## config.mk

```make
export PLATFORM = sky130hd
export DESIGN_NAME = bcd_scan_mux_flat
export DESIGN_NICKNAME = d
export VERILOG_FILES = /design/src/rtl/disp_pkg.sv /design/src/rtl/bcd_scan_mux_if.sv /design/src/rtl/bcd_scan_mux_lz_blank.sv /design/src/rtl/bcd_scan_mux.sv /design/src/flat_wrapper.sv
export SDC_FILE = /design/constraint.sdc
export NUM_CORES = 1
export LEC_CHECK = 0
export ABC_AREA = 1
export CAP_MARGIN = 20
export CORE_ASPECT_RATIO = 1.25
export CORE_MARGIN = 1
export CORE_UTILIZATION = 60
export CTS_CLUSTER_DIAMETER = 150
export CTS_CLUSTER_SIZE = 16
export DETAILED_ROUTE_END_ITERATION = 12
export PLACE_DENSITY = 0.94
export RECOVER_POWER = 50
export SLEW_MARGIN = 20
export SYNTH_ARGS = -nofsm -noshare
export SYNTH_HDL_FRONTEND = slang
export SYNTH_SLANG_ARGS = --single-unit
```

## constraint.sdc

```tcl
create_clock -name clk -period 2.18 [get_ports clk]
set_input_delay 0.436 -clock clk [delete_from_list [all_inputs] [get_ports clk]]
set_output_delay 0.436 -clock clk [all_outputs]
set_load 0.05 [all_outputs]
```

## src/rtl/disp_pkg.sv

```systemverilog
// Shared display definitions: the blank BCD code, the digit type and the
// counter width helper used by the scan driver.
package disp_pkg;

  localparam logic [3:0] BCD_BLANK = 4'hF;

  typedef logic [3:0] bcd_t;

  // Never returns less than one bit, so SCAN_DIV=2 still gets a usable counter
  function automatic int cntWidth(input int div);
    return (div <= 2) ? 1 : $clog2(div);
  endfunction

endpackage

```

## src/rtl/bcd_scan_mux_if.sv

```systemverilog
// Load channel for the scan driver: a BCD word offered with valid/ready.
interface bcd_scan_mux_if #(
  parameter int NUM_DIGITS = 4
) ();
  import disp_pkg::*;

  logic                        din_valid;
  bcd_t [NUM_DIGITS-1:0]       din;
  logic                        din_ready;

  modport master (output din_valid, output din, input  din_ready);
  modport slave  (input  din_valid, input  din, output din_ready);

endinterface

```

## src/rtl/bcd_scan_mux_lz_blank.sv

```systemverilog
// Combinational leading-zero blanker: zeros above the most significant
// non-zero digit become BCD_BLANK; digit 0 is always kept.
module lz_blank
  import disp_pkg::*;
#(
  parameter int NUM_DIGITS = 4,
  parameter bit ENABLE     = 1'b1
) (
  input  bcd_t [NUM_DIGITS-1:0] word_i,
  output bcd_t [NUM_DIGITS-1:0] word_o
);

  logic leading;

  always_comb begin
    word_o  = word_i;
    leading = ENABLE;
    for (int i = NUM_DIGITS - 1; i >= 1; i--) begin
      if (leading && (word_i[i] == 4'd0)) begin
        word_o[i] = BCD_BLANK;
      end else begin
        leading = 1'b0;
      end
    end
  end

endmodule

```

## src/rtl/bcd_scan_mux.sv

```systemverilog
// Time-multiplexed scan driver for a common-anode 7-segment display with a
// guard interval per slot and frame-aligned loading of new values.
module bcd_scan_mux
  import disp_pkg::*;
#(
  parameter int NUM_DIGITS = 4,
  parameter int SCAN_DIV   = 50000,
  parameter int GUARD      = 2,
  parameter bit BLANK_LZ   = 1'b1
) (
  input  logic                  clk,
  input  logic                  rst,
  bcd_scan_mux_if.slave         din_if,
  output bcd_t                  sel_o,
  output logic [NUM_DIGITS-1:0] digit_en_o,
  output logic                  frame_tick_o
);

  localparam int CW = cntWidth(SCAN_DIV);
  localparam int IW = (NUM_DIGITS > 1) ? $clog2(NUM_DIGITS) : 1;
  localparam logic [CW-1:0] CNT_LAST = CW'(SCAN_DIV - 1);
  localparam logic [IW-1:0] IDX_LAST = IW'(NUM_DIGITS - 1);
  localparam logic [CW-1:0] GUARD_C  = CW'(GUARD);

  logic [CW-1:0]         cnt_q, cnt_d;
  logic [IW-1:0]         idx_q, idx_d;
  bcd_t [NUM_DIGITS-1:0] active_q, active_d;
  bcd_t [NUM_DIGITS-1:0] pending_q, pending_d;
  bcd_t [NUM_DIGITS-1:0] pendingBlank;
  logic                  pendingFull_q, pendingFull_d;
  bcd_t                  sel_q, sel_d;
  logic [NUM_DIGITS-1:0] en_q, en_d;
  logic                  tick_q, tick_d;
  logic                  lastSlot, boundary, accept;

  lz_blank #(
    .NUM_DIGITS (NUM_DIGITS),
    .ENABLE     (BLANK_LZ)
  ) u_lz_blank (
    .word_i (pending_q),
    .word_o (pendingBlank)
  );

  // Ready depends only on registered state, so there is no path from din_valid
  assign din_if.din_ready = ~pendingFull_q;

  always_comb begin
    lastSlot = (cnt_q == CNT_LAST);
    boundary = lastSlot && (idx_q == IDX_LAST);
    accept   = din_if.din_valid && !pendingFull_q;

    cnt_d = lastSlot ? '0 : cnt_q + CW'(1);
    idx_d = idx_q;
    if (lastSlot) begin
      idx_d = (idx_q == IDX_LAST) ? '0 : idx_q + IW'(1);
    end

    pending_d     = accept ? din_if.din : pending_q;
    pendingFull_d = pendingFull_q;
    active_d      = active_q;
    if (accept) begin
      pendingFull_d = 1'b1;
    end else if (boundary && pendingFull_q) begin
      pendingFull_d = 1'b0;
      active_d      = pendingBlank;
    end

    sel_d = active_q[idx_q];
    en_d  = '1;
    if ((GUARD == 0) || (cnt_q >= GUARD_C)) begin
      en_d[idx_q] = 1'b0;
    end
    tick_d = boundary;
  end

  always_ff @(posedge clk) begin
    if (rst) begin
      cnt_q         <= '0;
      idx_q         <= '0;
      active_q      <= {NUM_DIGITS{BCD_BLANK}};
      pending_q     <= '0;
      pendingFull_q <= 1'b0;
      sel_q         <= BCD_BLANK;
      en_q          <= '1;
      tick_q        <= 1'b0;
    end else begin
      cnt_q         <= cnt_d;
      idx_q         <= idx_d;
      active_q      <= active_d;
      pending_q     <= pending_d;
      pendingFull_q <= pendingFull_d;
      sel_q         <= sel_d;
      en_q          <= en_d;
      tick_q        <= tick_d;
    end
  end

  assign sel_o        = sel_q;
  assign digit_en_o   = en_q;
  assign frame_tick_o = tick_q;

endmodule
```

## src/flat_wrapper.sv

```systemverilog
// flat-port wrapper written by rule: the top's interface ports become plain ports
module bcd_scan_mux_flat import disp_pkg::*;
#(
  parameter int NUM_DIGITS = 4,
  parameter int SCAN_DIV   = 50000,
  parameter int GUARD      = 2,
  parameter bit BLANK_LZ   = 1'b1
)
  (clk, rst, sel_o, digit_en_o, frame_tick_o, din_if_din_valid, din_if_din, din_if_din_ready);
  bcd_scan_mux_if #(.NUM_DIGITS(NUM_DIGITS)) din_if_i ();
  input  logic clk;
  input  logic rst;
  output bcd_t sel_o;
  output logic [NUM_DIGITS-1:0] digit_en_o;
  output logic frame_tick_o;
  input wire logic [$bits(din_if_i.din_valid)-1:0] din_if_din_valid;
  input wire logic [$bits(din_if_i.din)-1:0] din_if_din;
  output wire logic [$bits(din_if_i.din_ready)-1:0] din_if_din_ready;
  assign din_if_i.din_valid = din_if_din_valid;
  assign din_if_i.din = din_if_din;
  assign din_if_din_ready = din_if_i.din_ready;
  bcd_scan_mux #(.NUM_DIGITS(NUM_DIGITS), .SCAN_DIV(SCAN_DIV), .GUARD(GUARD), .BLANK_LZ(BLANK_LZ)) u_core (.clk(clk), .rst(rst), .din_if(din_if_i), .sel_o(sel_o), .digit_en_o(digit_en_o), .frame_tick_o(frame_tick_o));
endmodule
```

==> flow_summary.rst <==
.. list-table::
   :header-rows: 1

   * - Metric
     - Value
   * - Floorplan die width
     - slightly above 60 um
   * - Remaining design rule violation count
     - 0
   * - Clock latency on the worst-skew pair
     - approximately 0.34 ns
   * - Number of global-route vias before repair
     - 2078
   * - Share of layout cells above drive strength 1
     - 8.09%
   * - Buffer cell driving the clock tree root
     - sky130_fd_sc_hd__clkbuf_8
   * - Number of optimization iterations in the first detailed-route pass
     - 4
   * - Least-Margin Pin Slew
     - a little over 0.6 ns
   * - Initial Utilization
     - a little under two thirds
   * - Drt first-iter violations
     - 81
   * - Number of primary I/O pins
     - 29
   * - Routed length per placed instance
     - ~12 um
   * - Number of levels the H-tree was split into
     - 3
   * - Post-Synthesis Cell Area
     - 2620 um2
   * - Antenna-violating nets left
     - 0
   * - Async S/R FF share, synth
     - 0%
   * - VDD IR-drop max
     - 506 uV
   * - Crit path DAT
     - roughly 1.5 ns
   * - Highest clock frequency the design can meet
     - 512 MHz
   * - Total length of routed wires
     - around 5100 um
   * - Hold-critical path endpoint
     - u_core.cnt_q[0]$_SDFF_PP0_
   * - Post-route clock skew
     - 0.00617 ns
   * - Cell leakage power
     - 1.32 nW
   * - Quantity of hold-fixing buffers added after cts
     - 0
   * - Final antenna diode count
     - 0
   * - Capture point of the worst reg-to-reg path
     - u_core.cnt_q[8]$_SDFF_PP0_
   * - Instance area at placement
     - 2910 um2
   * - Global-route wire length before repair
     - roughly 8400 um
   * - Primary flip-flop cell chosen by synthesis mapping
     - sky130_fd_sc_hd__dfxtp_1
   * - # setup viols final
     - 0
   * - Number of sinks handled by clock tree synthesis
     - 60
   * - Critical Path Source Type
     - flop
   * - Number of placement rows
     - 26
   * - Status
     - completed
   * - Inserted Clock Buffers
     - 9
   * - Seq/Total Area, Yosys
     - a little under half
   * - Number of hold-slack violations in the final timing report
     - 0
   * - Number of instances in the synthesized netlist
     - approximately 340
   * - Leading post-synthesis cells by cell area
     - sky130_fd_sc_hd__dfxtp_1, sky130_fd_sc_hd__nand3_1, sky130_fd_sc_hd__nand2_1, sky130_fd_sc_hd__nor2_1, sky130_fd_sc_hd__o21ai_0
   * - Startpoint of the most critical hold path
     - u_core.cnt_q[0]$_SDFF_PP0_
   * - Post-synth EDFFs
     - 0
   * - FF-to-FF setup slack
     - around 0.26 ns
   * - Synth area leader
     - sky130_fd_sc_hd__dfxtp_1
   * - Overall die height
     - between 70 and 80 um
   * - Global-route usage over all layers
     - 25.0%
   * - TritonCTS clock tree
     - done
   * - Hold Path Class
     - flop to flop
   * - Dpl hpwl
     - 3530 um
   * - Area of the placeable core
     - 4130 um2
   * - Setup repair after global routing missed its margin
     - false
   * - Critical setup path kind
     - flop to output port
   * - Max Transition Viols Final
     - 0
   * - Post-CTS setup buffers
     - 0
   * - Min Clock Period, post-route
     - roughly 2.0 ns
   * - Fraction of synthesized cell area taken by the top area cell type
     - between 40% and 50%
   * - Worst R2R Path Depth
     - 6
   * - CP endpoint kind
     - output port
   * - Count of input and output buffers
     - 28
   * - Register bit total from synthesis
     - 60
   * - Required time of the critical path
     - about 1.7 ns
   * - Final Net Count
     - 392
   * - Number of antenna violations at the first check in global routing
     - 0
   * - Aggregate global routing overflow
     - 0
   * - Register Area
     - 1200 um2
   * - Number of cells upsized or downsized after cts
     - 0
   * - Fill cell total of the finished layout
     - a little over 300
   * - Clock slew seen by the registers of the worst setup and hold paths
     - about 0.06 ns
   * - Final sum of negative setup slack
     - 0 ns
   * - Max clock buf depth
     - 2
   * - Area growth from synthesis to layout
     - 17.0%
   * - MaxCap Viol Count
     - 0
   * - Final design instance area without fill
     - slightly above 3000 um2
   * - Number of library cell types mapped by synthesis
     - 30
   * - Tcrit/Tclk final
     - between 80 and 90%
   * - Post-synth top cells
     - sky130_fd_sc_hd__dfxtp_1, sky130_fd_sc_hd__nand2_1, sky130_fd_sc_hd__nand3_1
   * - Average instance area after synthesis
     - 7.75 um2
   * - Multi-input gate area
     - around 1200 um2
   * - Critical path fanouts, max
     - 2
   * - Post-DR vias/cell
     - 5.33
   * - Routability cong.
     - around 0.8
   * - Hold path cells
     - 1
   * - Max_slew headroom
     - between 50% and 60%
   * - Share of the core filled with cells
     - about 74%
   * - Critical R2R Launch
     - u_core.cnt_q[1]$_SDFF_PP0_
   * - Post-Synthesis Net Count
     - ~360
   * - Synth warn
     - 0
   * - Power density cells
     - roughly 740 nW/um2
   * - Area of the die
     - 4630 um2
   * - Total Power
     - roughly 0.0023 W
   * - Largest net degree at the start of global routing
     - 37
   * - Via total after detailed routing
     - around 2300
   * - Leading cell type by number of instances after synthesis
     - sky130_fd_sc_hd__dfxtp_1
registers in the layout, indices dropped and copies added (netlist names):
register              count
u_core.active_q          16
u_core.pendingFull_q      1
u_core.sel_o              4
u_core.cnt_q             16
u_core.idx_q              2
u_core.digit_en_o         4
u_core.frame_tick_o       1
u_core.pending_q         16
logic make-up (layout without fill, tap and decap cells):
logic type,after synthesis,after routing,synth area share (%)
buffers and inverters,47,80,7.69
DFF,60,60,45.9
xor gates and xnor gates,7,7,2.34
and+or+nand+nor,161,161,29.6
adders and majority gates,6,6,2.87
AOI/OAI and AO/OA,57,57,11.7
stage by stage:
stage	hold slack (ns)	std cells	setup slack, ns
floorplan	0.430	338	0.763
global placement	0.442	412	0.408
detailed placement	0.455	412	0.315
CTS	0.467	427	0.204
global route	0.503	427	0.142
finish	0.464	427	0.227
power by group:
part,total (W),internal [W],leakage (nW),switching [W]
combinational,0.000178,0.0000709,0.738,0.000107
clock,0.000941,0.000521,0.0894,0.000419
sequential,0.00114,0.00113,0.489,0.0000160
area by class of cell:
class	instances	share of cell area [%]
Multi-Input combinational cell	231	38.7
Clock inverter	4	1.67
Tap cell	56	2.29
Inverter	35	4.29
Timing Repair Buffer	30	9.55
Sequential cell	60	39.2
Clock buffer	11	4.29
routing by layer:
metal | track usage (%) | share of wire [%] | wire [um] | up-vias
met5 | 0 | 0 | 0 | -
met4 | 14.4 | 3.2 | 163 | 0
met3 | 8.66 | 4.2 | 214 | 19
met2 | 43.1 | 52 | 2630 | 53
met1 | 26.0 | 40 | 2040 | 1033
li1 | - | - | - | 1170
how the worst max path moves through the flow:
stage                                            from                           endpoint  slack (ns)  cells after the start
floorplan                  u_core.cnt_q[1]$_SDFF_PP0_   u_core.active_q[10]$_SDFFE_PP1P_        0.76                      7
global placement                     din_if_din_valid  u_core.pending_q[12]$_SDFFE_PP0P_        0.41                      6
detailed placement                   din_if_din_valid   u_core.pending_q[4]$_SDFFE_PP0P_        0.31                      6
CTS                 u_core.pendingFull_q$_SDFFE_PP0P_                   din_if_din_ready        0.20                      2
global route               u_core.cnt_q[0]$_SDFF_PP0_         u_core.cnt_q[8]$_SDFF_PP0_        0.14                      6
finish              u_core.pendingFull_q$_SDFFE_PP0P_                   din_if_din_ready        0.23                      2
critical path, stage by stage (launching register included):
cell,delay [ns]
sky130_fd_sc_hd__dfxtp_1,0.31
sky130_fd_sc_hd__inv_1,0.07
sky130_fd_sc_hd__clkdlybuf4s50_1,0.80
layout by cell type (no fill, tap or decap):
master and instances:
sky130_fd_sc_hd__xnor2_1 2, sky130_fd_sc_hd__nor3b_1 1, sky130_fd_sc_hd__nand3b_1 3, sky130_fd_sc_hd__nand3_1 45, sky130_fd_sc_hd__nand4_1 1, sky130_fd_sc_hd__clkbuf_8 9, sky130_fd_sc_hd__dfxtp_1 60, sky130_fd_sc_hd__o211ai_1 8
sky130_fd_sc_hd__clkdlybuf4s50_1 26, sky130_fd_sc_hd__xor2_1 5, sky130_fd_sc_hd__clkinv_1 2, sky130_fd_sc_hd__nand4_4 1, sky130_fd_sc_hd__inv_1 31, sky130_fd_sc_hd__nor2_2 4, sky130_fd_sc_hd__nor2_8 1, sky130_fd_sc_hd__clkinv_2 1
sky130_fd_sc_hd__clkbuf_1 2, sky130_fd_sc_hd__nor4_1 1, sky130_fd_sc_hd__nor3_1 2, sky130_fd_sc_hd__or2_2 5, sky130_fd_sc_hd__clkbuf_2 1, sky130_fd_sc_hd__bufinv_16 1, sky130_fd_sc_hd__o21ai_0 27, sky130_fd_sc_hd__nor2_1 43
sky130_fd_sc_hd__buf_4 1, sky130_fd_sc_hd__nand2_2 2, sky130_fd_sc_hd__ha_1 6, sky130_fd_sc_hd__clkinv_4 1, sky130_fd_sc_hd__clkinvlp_4 1, sky130_fd_sc_hd__dlygate4sd3_1 2, sky130_fd_sc_hd__inv_2 2, sky130_fd_sc_hd__nand2_1 52
sky130_fd_sc_hd__a21oi_1 22
(Power assumes the default switching activity.)
